## src/rtl/rv32_uart_pkg.sv

```systemverilog
// Shared state encoding and register map for the rv32 UART transmitter.
// No ports; imported by rv32_sync_fifo users and rv32_uart_tx.
package rv32_uart_pkg;

   typedef enum logic [2:0] {
      ST_IDLE,
      ST_START,
      ST_DATA,
      ST_PARITY,
      ST_STOP
   } state_t;

   localparam logic [1:0] OFF_TXDATA = 2'd0;
   localparam logic [1:0] OFF_STATUS = 2'd1;
   localparam logic [1:0] OFF_CTRL   = 2'd2;

   localparam int ST_FULL_BIT  = 0;
   localparam int ST_EMPTY_BIT = 1;
   localparam int ST_BUSY_BIT  = 2;
   localparam int ST_OVF_BIT   = 3;
   localparam int ST_LVL_LSB   = 8;

   localparam int CT_TXEN_BIT   = 0;
   localparam int CT_IRQEN_BIT  = 1;
   localparam int CT_PARODD_BIT = 2;

   localparam logic [31:0] CTRL_RST = 32'h1;

endpackage

```

## src/rtl/rv32_sync_fifo.sv

```systemverilog
// Synchronous FIFO with one-bit-wider pointers for full/empty split.
// Ports: clk_i, rst_n_i, push/wdata in, pop in, rdata/full/empty/level out.
module rv32_sync_fifo #(
   parameter int WIDTH = 8,
   parameter int DEPTH = 16,
   localparam int AW = $clog2(DEPTH)
) (
   input  logic             clk_i,
   input  logic             rst_n_i,
   input  logic             push,
   input  logic [WIDTH-1:0] wdata,
   input  logic             pop,
   output logic [WIDTH-1:0] rdata,
   output logic             full,
   output logic             empty,
   output logic [AW:0]      level
);

   logic [WIDTH-1:0] mem [DEPTH];
   logic [AW:0]      wptr;
   logic [AW:0]      rptr;

   always_ff @(posedge clk_i or negedge rst_n_i) begin
      if (!rst_n_i) begin
         wptr <= '0;
         rptr <= '0;
      end else begin
         if (push) wptr <= wptr + (AW+1)'(1);
         if (pop)  rptr <= rptr + (AW+1)'(1);
      end
   end

   always_ff @(posedge clk_i) begin
      if (push) mem[wptr[AW-1:0]] <= wdata;
   end

   assign rdata = mem[rptr[AW-1:0]];
   assign level = wptr - rptr;
   assign empty = (wptr == rptr);
   assign full  = (wptr[AW] != rptr[AW]) &&
                  (wptr[AW-1:0] == rptr[AW-1:0]);

endmodule

```

## src/rtl/rv32_uart_tx.sv

```systemverilog
// Memory-mapped 8N1 UART transmitter beside RAM port B; optional parity via UART_TX_PARITY_EN.
// Ports: clk_i, rst_n_i, data_address_i, write_data_i, write_enable_i in; read_data_o, hit_o, uart_tx_o, irq_o out.
module rv32_uart_tx
   import rv32_uart_pkg::*;
#(
   parameter int unsigned CLK_FREQ_HZ = 100000000,
   parameter int unsigned BAUD_RATE   = 115200,
   parameter int unsigned FIFO_DEPTH  = 16,
   parameter logic [31:0] BASE_ADDR   = 32'h0001_0000
) (
   input  logic        clk_i,
   input  logic        rst_n_i,
   input  logic [31:0] data_address_i,
   input  logic [31:0] write_data_i,
   input  logic [3:0]  write_enable_i,
   output logic [31:0] read_data_o,
   output logic        hit_o,
   output logic        uart_tx_o,
   output logic        irq_o
);

   localparam int unsigned DIV = CLK_FREQ_HZ / BAUD_RATE;
   localparam int CW = $clog2(DIV);
   localparam int LW = $clog2(FIFO_DEPTH) + 1;
   localparam logic [CW-1:0] CNT_LOAD = CW'(DIV - 1);

   logic          sel;
   logic [1:0]    off;
   logic          wr0;
   logic          push_req;
   logic          push;
   logic          pop;
   logic          clr_ovf;
   logic          ctrl_wr;
   logic          full;
   logic          empty;
   logic [LW-1:0] level;
   logic [7:0]    fifo_rdata;
   logic          ovf;
   logic          tx_en;
   logic          irq_en;
   logic          par_odd;
   logic [31:0]   status_w;
   logic [31:0]   ctrl_w;
   logic [31:0]   reg_w;
   state_t        state;
   logic [CW-1:0] cnt;
   logic [7:0]    shreg;
   logic [2:0]    bit_idx;
   logic          tx;
`ifdef UART_TX_PARITY_EN
   logic          par_bit;
`endif

   // Byte lanes 1..3, sub-word address bits and upper data are don't-care.
   logic unused_bits;
   assign unused_bits = ^{data_address_i[1:0], write_data_i[31:8],
                          write_enable_i[3:1]};

   assign sel      = (data_address_i[31:4] == BASE_ADDR[31:4]);
   assign off      = data_address_i[3:2];
   assign wr0      = sel & write_enable_i[0];
   assign push_req = wr0 & (off == OFF_TXDATA);
   assign clr_ovf  = wr0 & (off == OFF_STATUS) & write_data_i[ST_OVF_BIT];
   assign ctrl_wr  = wr0 & (off == OFF_CTRL);

   assign pop  = (state == ST_IDLE) & tx_en & ~empty;
   // A same-cycle pop frees the slot being written.
   assign push = push_req & (~full | pop);

   rv32_sync_fifo #(
      .WIDTH (8),
      .DEPTH (int'(FIFO_DEPTH))
   ) u_fifo (
      .clk_i   (clk_i),
      .rst_n_i (rst_n_i),
      .push    (push),
      .wdata   (write_data_i[7:0]),
      .pop     (pop),
      .rdata   (fifo_rdata),
      .full    (full),
      .empty   (empty),
      .level   (level)
   );

   always_ff @(posedge clk_i or negedge rst_n_i) begin
      if (!rst_n_i) begin
         tx_en  <= CTRL_RST[CT_TXEN_BIT];
         irq_en <= CTRL_RST[CT_IRQEN_BIT];
      end else if (ctrl_wr) begin
         tx_en  <= write_data_i[CT_TXEN_BIT];
         irq_en <= write_data_i[CT_IRQEN_BIT];
      end
   end

`ifdef UART_TX_PARITY_EN
   always_ff @(posedge clk_i or negedge rst_n_i) begin
      if (!rst_n_i)     par_odd <= CTRL_RST[CT_PARODD_BIT];
      else if (ctrl_wr) par_odd <= write_data_i[CT_PARODD_BIT];
   end
`else
   assign par_odd = 1'b0;
`endif

   // Sticky overflow; a new drop beats a same-cycle clear.
   always_ff @(posedge clk_i or negedge rst_n_i) begin
      if (!rst_n_i)              ovf <= 1'b0;
      else if (push_req & ~push) ovf <= 1'b1;
      else if (clr_ovf)          ovf <= 1'b0;
   end

   always_comb begin
      status_w = '0;
      status_w[ST_FULL_BIT]  = full;
      status_w[ST_EMPTY_BIT] = empty;
      status_w[ST_BUSY_BIT]  = (state != ST_IDLE);
      status_w[ST_OVF_BIT]   = ovf;
      status_w[ST_LVL_LSB +: 8] = 8'(level);
      ctrl_w = '0;
      ctrl_w[CT_TXEN_BIT]   = tx_en;
      ctrl_w[CT_IRQEN_BIT]  = irq_en;
      ctrl_w[CT_PARODD_BIT] = par_odd;
      reg_w = '0;
      unique case (1'b1)
         (off == OFF_STATUS): reg_w = status_w;
         (off == OFF_CTRL):   reg_w = ctrl_w;
         default:             reg_w = '0;
      endcase
   end

   always_ff @(posedge clk_i or negedge rst_n_i) begin
      if (!rst_n_i) begin
         read_data_o <= '0;
         hit_o       <= 1'b0;
         irq_o       <= 1'b0;
      end else begin
         read_data_o <= sel ? reg_w : 32'h0;
         hit_o       <= sel;
         irq_o       <= irq_en & empty & (state == ST_IDLE);
      end
   end

   // Each state holds DIV cycles: counter loads DIV-1, advances at 0.
   always_ff @(posedge clk_i or negedge rst_n_i) begin
      if (!rst_n_i) begin
         state   <= ST_IDLE;
         cnt     <= '0;
         shreg   <= '0;
         bit_idx <= '0;
         tx      <= 1'b1;
`ifdef UART_TX_PARITY_EN
         par_bit <= 1'b0;
`endif
      end else begin
         unique case (state)
            ST_IDLE: begin
               tx <= 1'b1;
               if (pop) begin
                  shreg   <= fifo_rdata;
                  cnt     <= CNT_LOAD;
                  bit_idx <= '0;
                  tx      <= 1'b0;
                  state   <= ST_START;
`ifdef UART_TX_PARITY_EN
                  par_bit <= (^fifo_rdata) ^ par_odd;
`endif
               end
            end
            ST_START: begin
               if (cnt != '0) begin
                  cnt <= cnt - 1'b1;
               end else begin
                  cnt   <= CNT_LOAD;
                  tx    <= shreg[0];
                  shreg <= shreg >> 1;
                  state <= ST_DATA;
               end
            end
            ST_DATA: begin
               if (cnt != '0) begin
                  cnt <= cnt - 1'b1;
               end else begin
                  cnt <= CNT_LOAD;
                  if (bit_idx == 3'd7) begin
`ifdef UART_TX_PARITY_EN
                     tx    <= par_bit;
                     state <= ST_PARITY;
`else
                     tx    <= 1'b1;
                     state <= ST_STOP;
`endif
                  end else begin
                     tx      <= shreg[0];
                     shreg   <= shreg >> 1;
                     bit_idx <= bit_idx + 1'b1;
                  end
               end
            end
            ST_PARITY: begin
               if (cnt != '0) begin
                  cnt <= cnt - 1'b1;
               end else begin
                  cnt   <= CNT_LOAD;
                  tx    <= 1'b1;
                  state <= ST_STOP;
               end
            end
            ST_STOP: begin
               if (cnt != '0) begin
                  cnt <= cnt - 1'b1;
               end else begin
                  tx    <= 1'b1;
                  state <= ST_IDLE;
               end
            end
            default: begin
               tx    <= 1'b1;
               state <= ST_IDLE;
            end
         endcase
      end
   end

   assign uart_tx_o = tx;

endmodule

```

## config.mk

```make
export PLATFORM = sky130hd
export DESIGN_NAME = rv32_uart_tx
export DESIGN_NICKNAME = d
export VERILOG_FILES = /design/src/rtl/rv32_uart_pkg.sv /design/src/rtl/rv32_sync_fifo.sv /design/src/rtl/rv32_uart_tx.sv
export SDC_FILE = /design/constraint.sdc
export NUM_CORES = 1
export LEC_CHECK = 0
export ABC_AREA = 1
export CAP_MARGIN = 20
export CORE_ASPECT_RATIO = 0.9
export CORE_MARGIN = 3
export CORE_UTILIZATION = 40
export DETAILED_ROUTE_END_ITERATION = 16
export SYNTH_ARGS = -nofsm -noshare
export SYNTH_HDL_FRONTEND = slang
export SYNTH_SLANG_ARGS = --single-unit
```

## constraint.sdc

```tcl
create_clock -name clk_i -period 3.4 [get_ports clk_i]
set_input_delay 0.68 -clock clk_i [delete_from_list [all_inputs] [get_ports clk_i]]
set_output_delay 0.68 -clock clk_i [all_outputs]
set_load 0.03 [all_outputs]
```

# [After elaboration in Yosys (flattened, before gate mapping)]
# Memory sizes are Yosys's and may differ from the RTL's.
# Index checks and enable logic that the tools add are counted.
# W data, S select, Z words.
[totals] register_bits=72 latchBits=0 mem_bits_rw=128 rom_bits=0 in_bits=70 out_inout_bits=35 word_cells=102 n_memories=1
[memory_table] name="u_fifo.mem" depth=16 width=8 rd=1 rd_clocked_by_memory_dff=0 write_ports=1 line_no="rv32_sync_fifo.sv:19" source="logic [WIDTH-1:0] mem [DEPTH];"
[op_classes] addsub=5 multipliers=0 div_mod_pow=0 order_cmp=0 n_eq_ne=20 shift=0 n_mux=32 bitwise=15 n_reduce_logical=16
[ops] op="$mux W32" n=1
[ops] op="$mux W8" n=4
[ops] op="$mux W10" n=3
[ops] op="$pmux W10 S3" n=1
[ops] op="$eq A28 B13 Y1 const B" n=1
[ops] op="$mux W3" n=9
[ops] op="$pmux W13 S2" n=1
[ops] op="$pmux W8 S3" n=1
[ops] op="$ne A2 B2 Y1 const B" n=9
[ops] op="$pmux W3 S5" n=1
[ops] op="$and A1 B1 Y1" n=11
[ops] op="$add A5 B1 Y5 const B" n=2
[ops] op="$reduce_bool A10 Y1" n=1
[ops] op="$sub A10 B1 Y10 const B" n=1
[ops] op="$mux W1" n=9
[ops] op="$reduce_bool A3 Y1" n=3
[ops] op="$eq A3 B2 Y1 const B" n=2
[ops] op="$eq A3 B3 Y1 const B" n=2
[ops] op="$pmux W3 S2" n=1
[ops] op="$reduce_and A3 Y1" n=2
[ops] op="$reduce_and A6 Y1" n=1
[ops] op="$eq A5 B5 Y1" n=1
[ops] op="$reduce_and A5 Y1" n=1
[ops] op="$sub A5 B5 Y5" n=1
[ops] op="16 further kinds" n=19

# [Logic depth before layout (Yosys ltp)]
# Gate-level depths: netlist (run 1).
[depth] depth_word=8 depth_mapped=14 ltp_nobuf=12

# [Hierarchy]
# Synthesis (run 1) repeated with hierarchy kept, for this count alone.
[hier_totals] cells_unflattened=949 area_unflattened_um2=8625.8
[modules_own_cells] mod="rv32_sync_fifo" instances=1 cells_each=630 area_each_um2=6251.0 seq_area_each_um2=4093.9
[modules_own_cells] mod="rv32_uart_tx" instances=1 cells_each=319 area_each_um2=2374.8 seq_area_each_um2=978.4

# [Least setup slack after synthesis (run 1)]
# OpenSTA, ideal clock, no wires.
[synth_path] path_kind="register to register" from="register u_fifo.rptr[1]" to="memory u_fifo.mem[14][0] (enable)" setup_time_ns=0.383 arrival_ns=2.338 required_time_ns=3.017 slack_ns=0.679 stages_incl_launch_ff=13 path_buffers=3 period_less_slack_ns=2.721 cell_sequence="dfrtp_1 -> buf_2 -> inv_1 -> buf_2 -> ha_1 -> nand2_1 -> nor2_2 -> nand2_4 -> nand2_4 -> nand2_4 -> nand4_4 -> buf_6 -> nor3_1"
[synth_between] elab_chain_cells=7 word_cells_on_any_way=10 classes_between="eq/ne: 2; mux: 2; bitwise: 5; reduce/logical: 1"
[synth_rtl] element="from (decl)" line_no="rv32_sync_fifo.sv:21" source="logic [AW:0] rptr;"
[synth_rtl] element="from (signal assigned)" line_no="rv32_sync_fifo.sv:29" source="if (pop) rptr <= rptr + (AW+1)'(1);"
[synth_rtl] element="$eq A5 B5 Y1 / $eq A4 B4 Y1 (equally long branches)" line_no="rv32_sync_fifo.sv:39, rv32_sync_fifo.sv:41"
[synth_rtl] element="$not A1 Y1 / $logic_and A1 B1 Y1 (equally long branches)" line_no="rv32_uart_tx.sv:67, rv32_sync_fifo.sv:40"
[synth_rtl] element="$and A1 B1 Y1 / $not A1 Y1 (equally long branches)" line_no="rv32_uart_tx.sv:67, rv32_uart_tx.sv:69"
[synth_rtl] element="$or A1 B1 Y1 *" line_no="rv32_uart_tx.sv:69" source="assign push = push_req & (~full | pop);"
[synth_rtl] element="$and A1 B1 Y1 *" line_no="rv32_uart_tx.sv:69"
[synth_rtl] element="$mux W1 *" line_no="rv32_sync_fifo.sv:34" source="if (push) mem[wptr[AW-1:0]] <= wdata;"
[synth_rtl] element="$mux W1 (implied by the code) *" line_no="rv32_sync_fifo.sv:34"
[synth_rtl] element="to (decl)" line_no="rv32_sync_fifo.sv:19"
# Every way passes the cells marked *; elsewhere a longest branch is shown, timed or not.

# [Worst setup path in the final report (run 1)]
[layout_path] from="register u_fifo.rptr[3]" to="memory u_fifo.mem[1][3] (enable)"
# The elaborated chain is that of the path after synthesis.

==> results of run 1 <==
==> cell type report <==
type / count / share of cell area, %
sequential: 177 / 52.31
multi-input combinational: 591 / 28.79
timing repair buffer: 77 / 7.250
clock buffer: 17 / 4.386
tap: 255 / 3.289
inverter: 58 / 2.270
clock inverter: 15 / 1.703
==> cells by family (layout without fill, tap and decap cells) <==
kind of cell | Yosys count | in the layout | synth area share, %
other | 1 | 23 | 0.04513
buffers and inverters | 107 | 167 | 6.339
and+or+nand+nor | 473 | 473 | 24.56
adders and majority gates | 17 | 17 | 2.650
xor gates and xnor gates | 11 | 11 | 1.159
AOI/OAI and AO/OA | 67 | 67 | 4.201
DFF | 177 | 177 | 61.05
==> worst max-delay path, delay by kind of cell, from the launching register on <==
kind | cells | cell delay (ns)
flip-flops | 1 | 0.37
adder cells (fa/ha/maj) | 1 | 0.33
buffers and inverters | 2 | 0.54
AND/OR/NAND/NOR | 7 | 1.04
==> state kept, by name, indices dropped and copies added, names as in the netlist, 3 cells and up <==
register and cells:
bit_idx 3, cnt 10, read_data_o 9, shreg 8
state 3, u_fifo.mem 128, u_fifo.rptr 5, u_fifo.wptr 5
==> cell usage in the layout (no fill, tap or decap), types with 2 or more instances in the layout <==
master           count
ha_1                16
xor2_1              10
clkbuf_16           17
dfstp_2              2
inv_6                6
or2_2                7
inv_1               51
inv_2                4
buf_4               25
inv_8                4
nand2_4              5
clkdlybuf4s50_1     51
nor2_2               8
dfrtp_1             46
o21ai_1              5
nand2_1            221
edfxtp_1           128
clkinv_1             2
conb_1              23
nand2_2              7
o211ai_1             2
nand4_1              5
nand3_1             75
o21ai_0             51
nor3_1              18
nor2_1             122
a21oi_1              5
==> through the flow <==
step | worst slack, ns | hold slack [ns] | instances | util [%]
finish | 0.8128 | 0.3414 | 1190 | 48.09
global route | 0.6020 | 0.3758 | 1190 | 48.09
CTS | 0.7821 | 0.3526 | 1190 | 48.09
detailed placement | 0.5596 | 0.4575 | 1158 | 45.16
global placement | 0.5945 | 0.4550 | 1158 | 45.16
floorplan | 0.6791 | 0.3844 | 875 | -
==> metal layers <==
metal,up-vias,part of all wire (%),track usage (%)
li1,2921,-,-
met1,2662,45,22.13
met2,160,48,27.05
met3,12,6.2,4.000
met4,0,1.1,4.886
met5,-,0,0
==> path summary, 6_finish.rpt <==
path / from / end / slack (ns) / cells past startpoint
worst min register to register: shreg[3]$_DFFE_PN0P_ / shreg[3]$_DFFE_PN0P_ / 0.47 / 2
worst max register to register: u_fifo.rptr[3]$_DFFE_PN0P_ / u_fifo.mem[1][3]$_DFFE_PP_ / 0.81 / 10
min in group clk_i: shreg[3]$_DFFE_PN0P_ / shreg[3]$_DFFE_PN0P_ / 0.47 / 2
worst min-delay path: rst_n_i / cnt[9]$_DFFE_PN0P_ / 0.34 / 1
worst max-delay path: u_fifo.rptr[3]$_DFFE_PN0P_ / u_fifo.mem[1][3]$_DFFE_PP_ / 0.81 / 10
max in group asynchronous: rst_n_i / uart_tx_o$_DFFE_PN1P_ / 2.27 / 2
==> power by group <==
| part | switching [uW] | internal [uW] | total, uW |
|---|---|---|---|
| Combinational | 83.7 | 45.3 | 129 |
| Sequential | 0.00000207 | 2320 | 2320 |
| Clock | 889 | 1050 | 1940 |
| Total | 973 | 3410 | 4380 |
==> results_dict.tcl, run 1 <==
set metrics [dict create \
    cts_buffers 17 \
    postCtsSetupBuffers 0 \
    cts_buffer_depth 2 \
    drtIter0Drc 398 \
    run_status "finished, final reports clean" \
    min_period_ns 2.587 \
    synth_top_area_share_pct 46.26 \
    gp_congestion 0.8131 \
    antenna_cells 0 \
    startpoint_type "flop" \
    slowest_delay_ns 0.37 \
    clkSlewWorstSetupHoldPaths_ns 0.07 \
    wl_per_cell_um 14.93 \
    drive_gt1_share_pct 10.48 \
    synthTopCellsByArea "edfxtp_1 (46%), dfrtp_1 (14%), nand2_1 (10%), nor2_1 (5.5%), nand3_1 (4.5%)" \
    fmax_mhz 386.5 \
    die_h_um 142.7 \
    grt_pass1_wl_mm 28.46 \
    synth_most_common_cell "nand2_1" \
    drtPass1Iterations 5 \
    seqCellArea_sq_mm 0.005074 \
    cts_root_buf "clkbuf_16" \
    hpwl_mm 11.73 \
    synth_common_cells "nand2_1 (221), edfxtp_1 (128), nor2_1 (122)" \
    worst_pin_slew_ns 0.8197 \
    hold_path_class "in -> async" \
    cp_max_fo 25 \
    cts.repair.resized 0 \
    io_buffers 52 \
    synth_area_sq_mm 0.008309 \
    setup-tns-final_ns 0 \
    core_area_sq_mm 0.02017 \
    grtUsageTotal_pct 16.57 \
    rsz0062_at_grt "no" \
    grt_max_degree 67 \
    skew_ns 0.01242 \
    final_area_sq_mm 0.009699 \
    dieArea_sq_mm 0.02254 \
    wirelength_mm 17.77 \
    hold_violations 0 \
    ant_nets 0 \
    via_per_inst 4.836 \
    end_kind "flop" \
    overflow 0 \
    htree_levels 4 \
    dieWidth_um 157.9 \
    place_area_sq_mm 0.009109 \
    totalPowerFinal_uw 4384 \
    cts_tree "built" \
    p_per_area_mw_per_mm2 452.0 \
    p_leak_uw 0.004002 \
    fin_crit_sh_pct 76.09 \
    multi_input_area_sq_mm 0.002793 \
    synth_largest_area_cell "edfxtp_1" \
    ys_seq_elements 177 \
    cts.sink_count 177 \
    fp-row-count 49 \
    ir_drop_uv 328.5 \
    num_vias 5755 \
    synth.avg_cell_area_sq_um 9.741 \
    drv_cap 0 \
    path_class "reg -> reg" \
    ys_seq_area_share_pct 61.05 \
    cts-hold-fix-buffers 0 \
    synthArstFlopShare_pct 27.68 \
    grt_pass1_vias 5598 \
    synth_edf_count 128 \
    synthToLayoutAreaGrowth_pct 16.73 \
    antenna_found_initial 0 \
    crit_chain "inv_1 -> ha_1 -> nand2_1 -> nor2_2 -> nand2_4 -> nand2_4 -> nand2_4 -> nand4_4 -> nor3_1 -> buf_4" \
    drv_slew 0 \
    cp.required_ns 3.53 \
    slew_headroom_pct 45.35 \
    synthCells 853 \
    yosysUniqueCellTypes 39 \
    route.detailed.drc 0 \
    cp.arrival_ns 2.72 \
    io_pins 105 \
    ys_warn_count 0 \
    crit_slowest_cell "dfrtp_1" \
    crit_path_frequent_cell "nand2_4" \
    ys.flop_type "edfxtp_1" \
    fillers 1875 \
    clock_latency_ns 0.43 \
    nNetsFinal 1009 \
    finalSetupViolCount 0 \
    initial_utilization_pct 41.19 \
]
Power figures use the tool's default switching activity.
==> run 2: changes to the inputs <==
==> constraint.sdc (replaced) <==
create_clock -name clk_i -period 2.4 [get_ports clk_i]
set_input_delay 0.48 -clock clk_i [delete_from_list [all_inputs] [get_ports clk_i]]
set_output_delay 0.48 -clock clk_i [all_outputs]
set_load 0.03 [all_outputs]
==> run 2 against run 1 <==
Effect of this change:
- die area unchanged
- utilization increased by 1.2 points
- sequential power increased by 41%
- combinational power increased by 47%
- clock skew increased by 0.0020 ns
- via count increased by 1.2%
- clock power increased by 40%
- non-clock buffer count increased by 16
- largest power group unchanged
- highest routed layer unchanged
==> results_dict.tcl, run 2 (same netlist as run 1, synthesis figures left out) <==
set metrics [dict create \
    run_status "finished, final reports clean" \
    dieWidth_um 157.9 \
    worst_pin_slew_ns 0.7337 \
    via_per_inst 4.828 \
    fp-row-count 49 \
    startpoint_type "flop" \
    cp_max_fo 17 \
    p_leak_uw 0.004116 \
    hold_path_class "in -> async" \
    drt-met1-wl_mm 8.497 \
    slew_headroom_pct 50.93 \
    drtPass1Iterations 5 \
    wl_per_cell_um 15.21 \
    num_vias 5823 \
    fillers 1853 \
    final_cell_mix "nand2_1 (221), edfxtp_1 (128), nor2_1 (122)" \
    initial_utilization_pct 41.19 \
    wl_met2_mm 8.737 \
    cts_tree "built" \
    io_pins 105 \
    io_buffers 52 \
    wirelength_mm 18.34 \
    drv_cap 0 \
    antenna_cells 0 \
    p_per_area_mw_per_mm2 623.3 \
    routed.top_layer "met4" \
    drv_slew 0 \
    fmax_mhz 457.0 \
    final_common_cell "nand2_1" \
    wl_met3_um 943 \
    dpl_worst_slack_ns -0.01198 \
    cts.repair.resized 0 \
    cts_buffer_depth 2 \
    cts-hold-fix-buffers 0 \
    dieArea_sq_mm 0.02254 \
    min_period_ns 2.188 \
    totalPowerFinal_uw 6194 \
    cts_root_buf "clkbuf_16" \
    hold_violations 0 \
    finalSetupViolCount 0 \
    ant_nets 0 \
    rsz0062_at_grt "no" \
    largest_reg_flops 128 \
    grt_max_degree 50 \
    cts.sink_count 177 \
    drive_gt1_share_pct 13.56 \
    clock_latency_ns 0.44 \
    cts_buffers 17 \
    clkSlewWorstSetupHoldPaths_ns 0.07 \
    grtUsageTotal_pct 17.23 \
    multi_input_area_sq_mm 0.002879 \
    seqCellArea_sq_mm 0.005074 \
    finalNonFillerCells 1206 \
    setup_ws_ns 0.2120 \
    cp.required_ns 2.58 \
    end_kind "flop" \
    nNetsFinal 1025 \
    skew_ns 0.01442 \
    grt_pass1_vias 5587 \
    core_area_sq_mm 0.02017 \
    setup-tns-final_ns 0 \
    antenna_found_initial 0 \
    hpwl_mm 11.98 \
    path_class "reg -> reg" \
    synthToLayoutAreaGrowth_pct 19.61 \
    die_h_um 142.7 \
    gp_congestion 0.8004 \
    drtIter0Drc 371 \
    grt_pass1_wl_mm 29.60 \
    htree_levels 4 \
    overflow 0 \
    fin_crit_sh_pct 91.17 \
    route.detailed.drc 0 \
    r2r_slack_ns 0.21 \
    ir_drop_uv 432.8 \
    placed_cells 1174 \
    postCtsSetupBuffers 0 \
    cp.arrival_ns 2.37 \
]
==> run 2: critical path, stage by stage, from the launching register on <==
cell	delay (ns)
dfrtp_1	0.35
clkinv_1	0.10
ha_1	0.36
nand2_1	0.09
nor2_2	0.18
inv_1	0.07
nor2_2	0.16
nand2_4	0.09
nand4_4	0.10
buf_12	0.17
nor3_2	0.05
buf_4	0.20
==> run 2: path summary, 6_finish.rpt <==
| kind | from | endpoint | depth (start not counted) |
|---|---|---|---|
| min in group clk_i | shreg[4]$_DFFE_PN0P_ | shreg[4]$_DFFE_PN0P_ | 2 |
| max | u_fifo.rptr[2]$_DFFE_PN0P_ | u_fifo.mem[0][5]$_DFFE_PP_ | 11 |
| max in group asynchronous | rst_n_i | tx_en$_DFFE_PN1P_ | 2 |
| min reg2reg | shreg[4]$_DFFE_PN0P_ | shreg[4]$_DFFE_PN0P_ | 2 |
| max reg2reg | u_fifo.rptr[2]$_DFFE_PN0P_ | u_fifo.mem[0][5]$_DFFE_PP_ | 11 |
| min | rst_n_i | cnt[5]$_DFFE_PN0P_ | 2 |
==> run 2: per-stage QoR <==
| stage | util [%] | cell area (sq um) | hold slack (ns) |
|---|---|---|---|
| 2_1_floorplan | - | 8478 | 0.1844 |
| 6_report | 49.27 | 9938 | 0.02122 |
| 5_1_grt | 49.27 | 9938 | 0.03177 |
| 4_1_cts | 49.27 | 9938 | 0.02749 |
| 3_5_place_dp | 46.37 | 9353 | 0.4578 |
| 3_3_place_gp | 46.37 | 9353 | 0.4558 |
==> run 2: where the power goes <==
part	switching [uW]	internal, uW	leakage, uW
registers	0.00000311	3280	0.00183
clock network	1330	1400	0.000290
logic	120	68.7	0.00200
total	1450	4750	0.00412
==> run 2: layout make-up <==
type                    instances  share of cell area [%]
flip-flops and latches        177                   51.05
multi-input cells             591                   28.97
well taps                     255                   3.210
inverters                      58                   2.216
clock buffers                  17                   4.280
clock inverters                15                   1.611
repair buffers                 93                   8.662
==> run 2: routing by layer <==
metal	global-route usage, %	vias to the layer above
li1	-	2950
met1	23.57	2736
met2	28.27	126
met4	4.155	0
met3	3.727	11
met5	0	-
==> run 3: changes to the inputs <==
--- a/config.mk
+++ b/config.mk
@@ -6,8 +6,9 @@
 export NUM_CORES = 1
 export LEC_CHECK = 0
 export ABC_AREA = 1
+export ABC_CLOCK_PERIOD_IN_PS = 2400
 export CAP_MARGIN = 20
-export CORE_ASPECT_RATIO = 0.9
+export CORE_ASPECT_RATIO = 1.25
 export CORE_MARGIN = 3
 export CORE_UTILIZATION = 40
 export DETAILED_ROUTE_END_ITERATION = 16
==> run 3 against run 2 <==
Effect of this change:
- sequential power is essentially flat
- maximum frequency grew 2.0%
- sequential share of layout area shrank 0.31 points
- clock skew shrank 0.00070 ns
- utilization grew 0.11 points
- via count shrank 1.0%
- cell count grew 1.0%
- die area is essentially flat
- flip-flop and latch count is the same
- non-clock buffer count shrank 3
- count of clock-buffer cells in the layout is the same
==> results_dict.tcl, run 3 (same netlist as run 1, synthesis figures left out) <==
set metrics [dict create \
    skew_ns 0.01372 \
    clkSlewWorstSetupHoldPaths_ns 0.07 \
    fillers 1864 \
    crit_path_frequent_cell "nor2_2" \
    path_class "reg -> reg" \
    finalSetupViolCount 0 \
    htree_levels 4 \
    reg2regPathDepth 11 \
    p_sw_share_pct 23.60 \
    final_common_cell "nand2_1" \
    fin_crit_sh_pct 89.36 \
    dieArea_sq_mm 0.02255 \
    overflow 0 \
    wl_per_cell_um 15.47 \
    crit_slowest_cell "dfrtp_1" \
    cts_tree "built" \
    run_status "finished, final reports clean" \
    drtPass1Iterations 4 \
    grt_pass1_vias 5711 \
    cp_num_cells 11 \
    drv_slew 0 \
    cts.sink_count 177 \
    cts-hold-fix-buffers 0 \
    p_leak_uw 0.004121 \
    wirelength_mm 18.84 \
    cp.arrival_ns 2.32 \
    fmax_mhz 466.3 \
    min_period_ns 2.145 \
    crit_chain "clkinv_1 -> ha_1 -> nand2_1 -> nor2_2 -> inv_1 -> nor2_2 -> nand2_4 -> nand4_4 -> buf_12 -> nor3_2 -> buf_4" \
    crit_buf_inv 4 \
    drv_cap 0 \
    final_cell_mix "nand2_1 (221), edfxtp_1 (128), nor2_1 (122)" \
    num_vias 5763 \
    io_buffers 52 \
    dpl_worst_slack_ns -0.04757 \
    grt_max_degree 68 \
    hold_path_class "in -> async" \
    hpwl_mm 12.80 \
    final_area_sq_mm 0.009998 \
    via_per_inst 4.732 \
    cts_buffer_depth 2 \
    cp.required_ns 2.58 \
    largest_reg_flops 128 \
    dieWidth_um 134.9 \
    p_int_uw 4769 \
    final_core_util_pct 49.38 \
    synthToLayoutAreaGrowth_pct 20.33 \
    pwr-share-comb_pct 3.1 \
    p_clk_share_pct 44.3 \
    die_h_um 167.1 \
    slowest_delay_ns 0.36 \
    cts_buffers 17 \
    io_pins 105 \
    rsz0062_at_grt "no" \
    grt_pass1_wl_mm 30.06 \
    antenna_cells 0 \
    worst_pin_slew_ns 0.7163 \
    core_area_sq_mm 0.02025 \
    postCtsSetupBuffers 0 \
    p_per_area_mw_per_mm2 624.2 \
    gp_congestion 0.8113 \
    end_kind "flop" \
    switchingPower_uw 1473 \
    startpoint_type "flop" \
    nNetsFinal 1022 \
    antenna_found_initial 0 \
    ant_nets 0 \
    cp_max_fo 21 \
    route.detailed.drc 0 \
    grtUsageTotal_pct 17.34 \
    drtIter0Drc 327 \
    crit_family "simple AND/OR/NAND/NOR gates" \
    fp-row-count 58 \
    cts_root_buf "clkbuf_16" \
    slew_headroom_pct 52.10 \
    seqPwrFrac_pct 52.6 \
    hold_ws_ns 0.006720 \
    clock_latency_ns 0.43 \
    hold_violations 0 \
    place_area_sq_mm 0.009387 \
    initial_utilization_pct 41.04 \
    drive_gt1_share_pct 13.29 \
    ir_drop_uv 476.9 \
    setup_ws_ns 0.2552 \
]
run 3: cell types whose count changed in the layout (fill, tap and decap cells not counted):
cell / delta
buf_4: -6
buf_12: +3
clkinv_8: +2
inv_8: -2
clkinv_2: -1
inv_12: +1
nor2_2: -1
nor2_4: +1
run 3: cell type report:
class                      instances  area, sq um  share of cell area, %
inverter                          58        220.2                  2.202
multi-input combinational        591         2884                  28.84
clock inverter                    15        181.4                  1.815
tap                              270        337.8                  3.379
sequential                       177         5074                  50.74
clock buffer                      17        425.4                  4.255
timing repair buffer              90        875.8                  8.760
run 3: repair_timing:
item,in CTS,in global routing
hold endpoints to repair,0,0
gates resized for setup,0,1
setup endpoints to repair,0,1
run 3: worst paths after layout:
path | end | startpoint | slack [ns]
worst max-delay path | u_fifo.mem[6][0]$_DFFE_PP_ | u_fifo.rptr[2]$_DFFE_PN0P_ | 0.26
worst min-delay path | u_fifo.wptr[4]$_DFFE_PN0P_ | rst_n_i | 0.007
worst max register to register | u_fifo.mem[6][0]$_DFFE_PP_ | u_fifo.rptr[2]$_DFFE_PN0P_ | 0.26
worst min register to register | shreg[7]$_DFFE_PN0P_ | shreg[7]$_DFFE_PN0P_ | 0.48
max in group asynchronous | uart_tx_o$_DFFE_PN1P_ | rst_n_i | 1.80
min in group clk_i | shreg[7]$_DFFE_PN0P_ | shreg[7]$_DFFE_PN0P_ | 0.48
run 3: metrics by stage:
step                      TNS (ns)  instances  power [uW]
after CTS                        0       1218        6289
final                            0       1218        6241
after floorplan             -9.710        875        3437
after global placement      -2.878       1186        3540
after global routing             0       1218        6435
after detailed placement    -4.271       1186        3543
run 3: power by group through the flow:
stage	combinational, uW	sequential [uW]	clock (uW)
after floorplan	89.1	3350	0
after global placement	192	3350	0
after detailed placement	196	3350	0
after CTS	196	3280	2810
after global routing	211	3280	2940
final	194	3280	2770
run 3: metal layers:
metal  wire [um]  up-vias  track usage (%)  share of wire, %
met2       10280       90            31.46                55
met1        7760     2715            21.18                41
met3         536       15            3.005               2.8
met5           0        -                0                 0
li1            -     2943                -                 -
met4         267        0            4.650               1.4
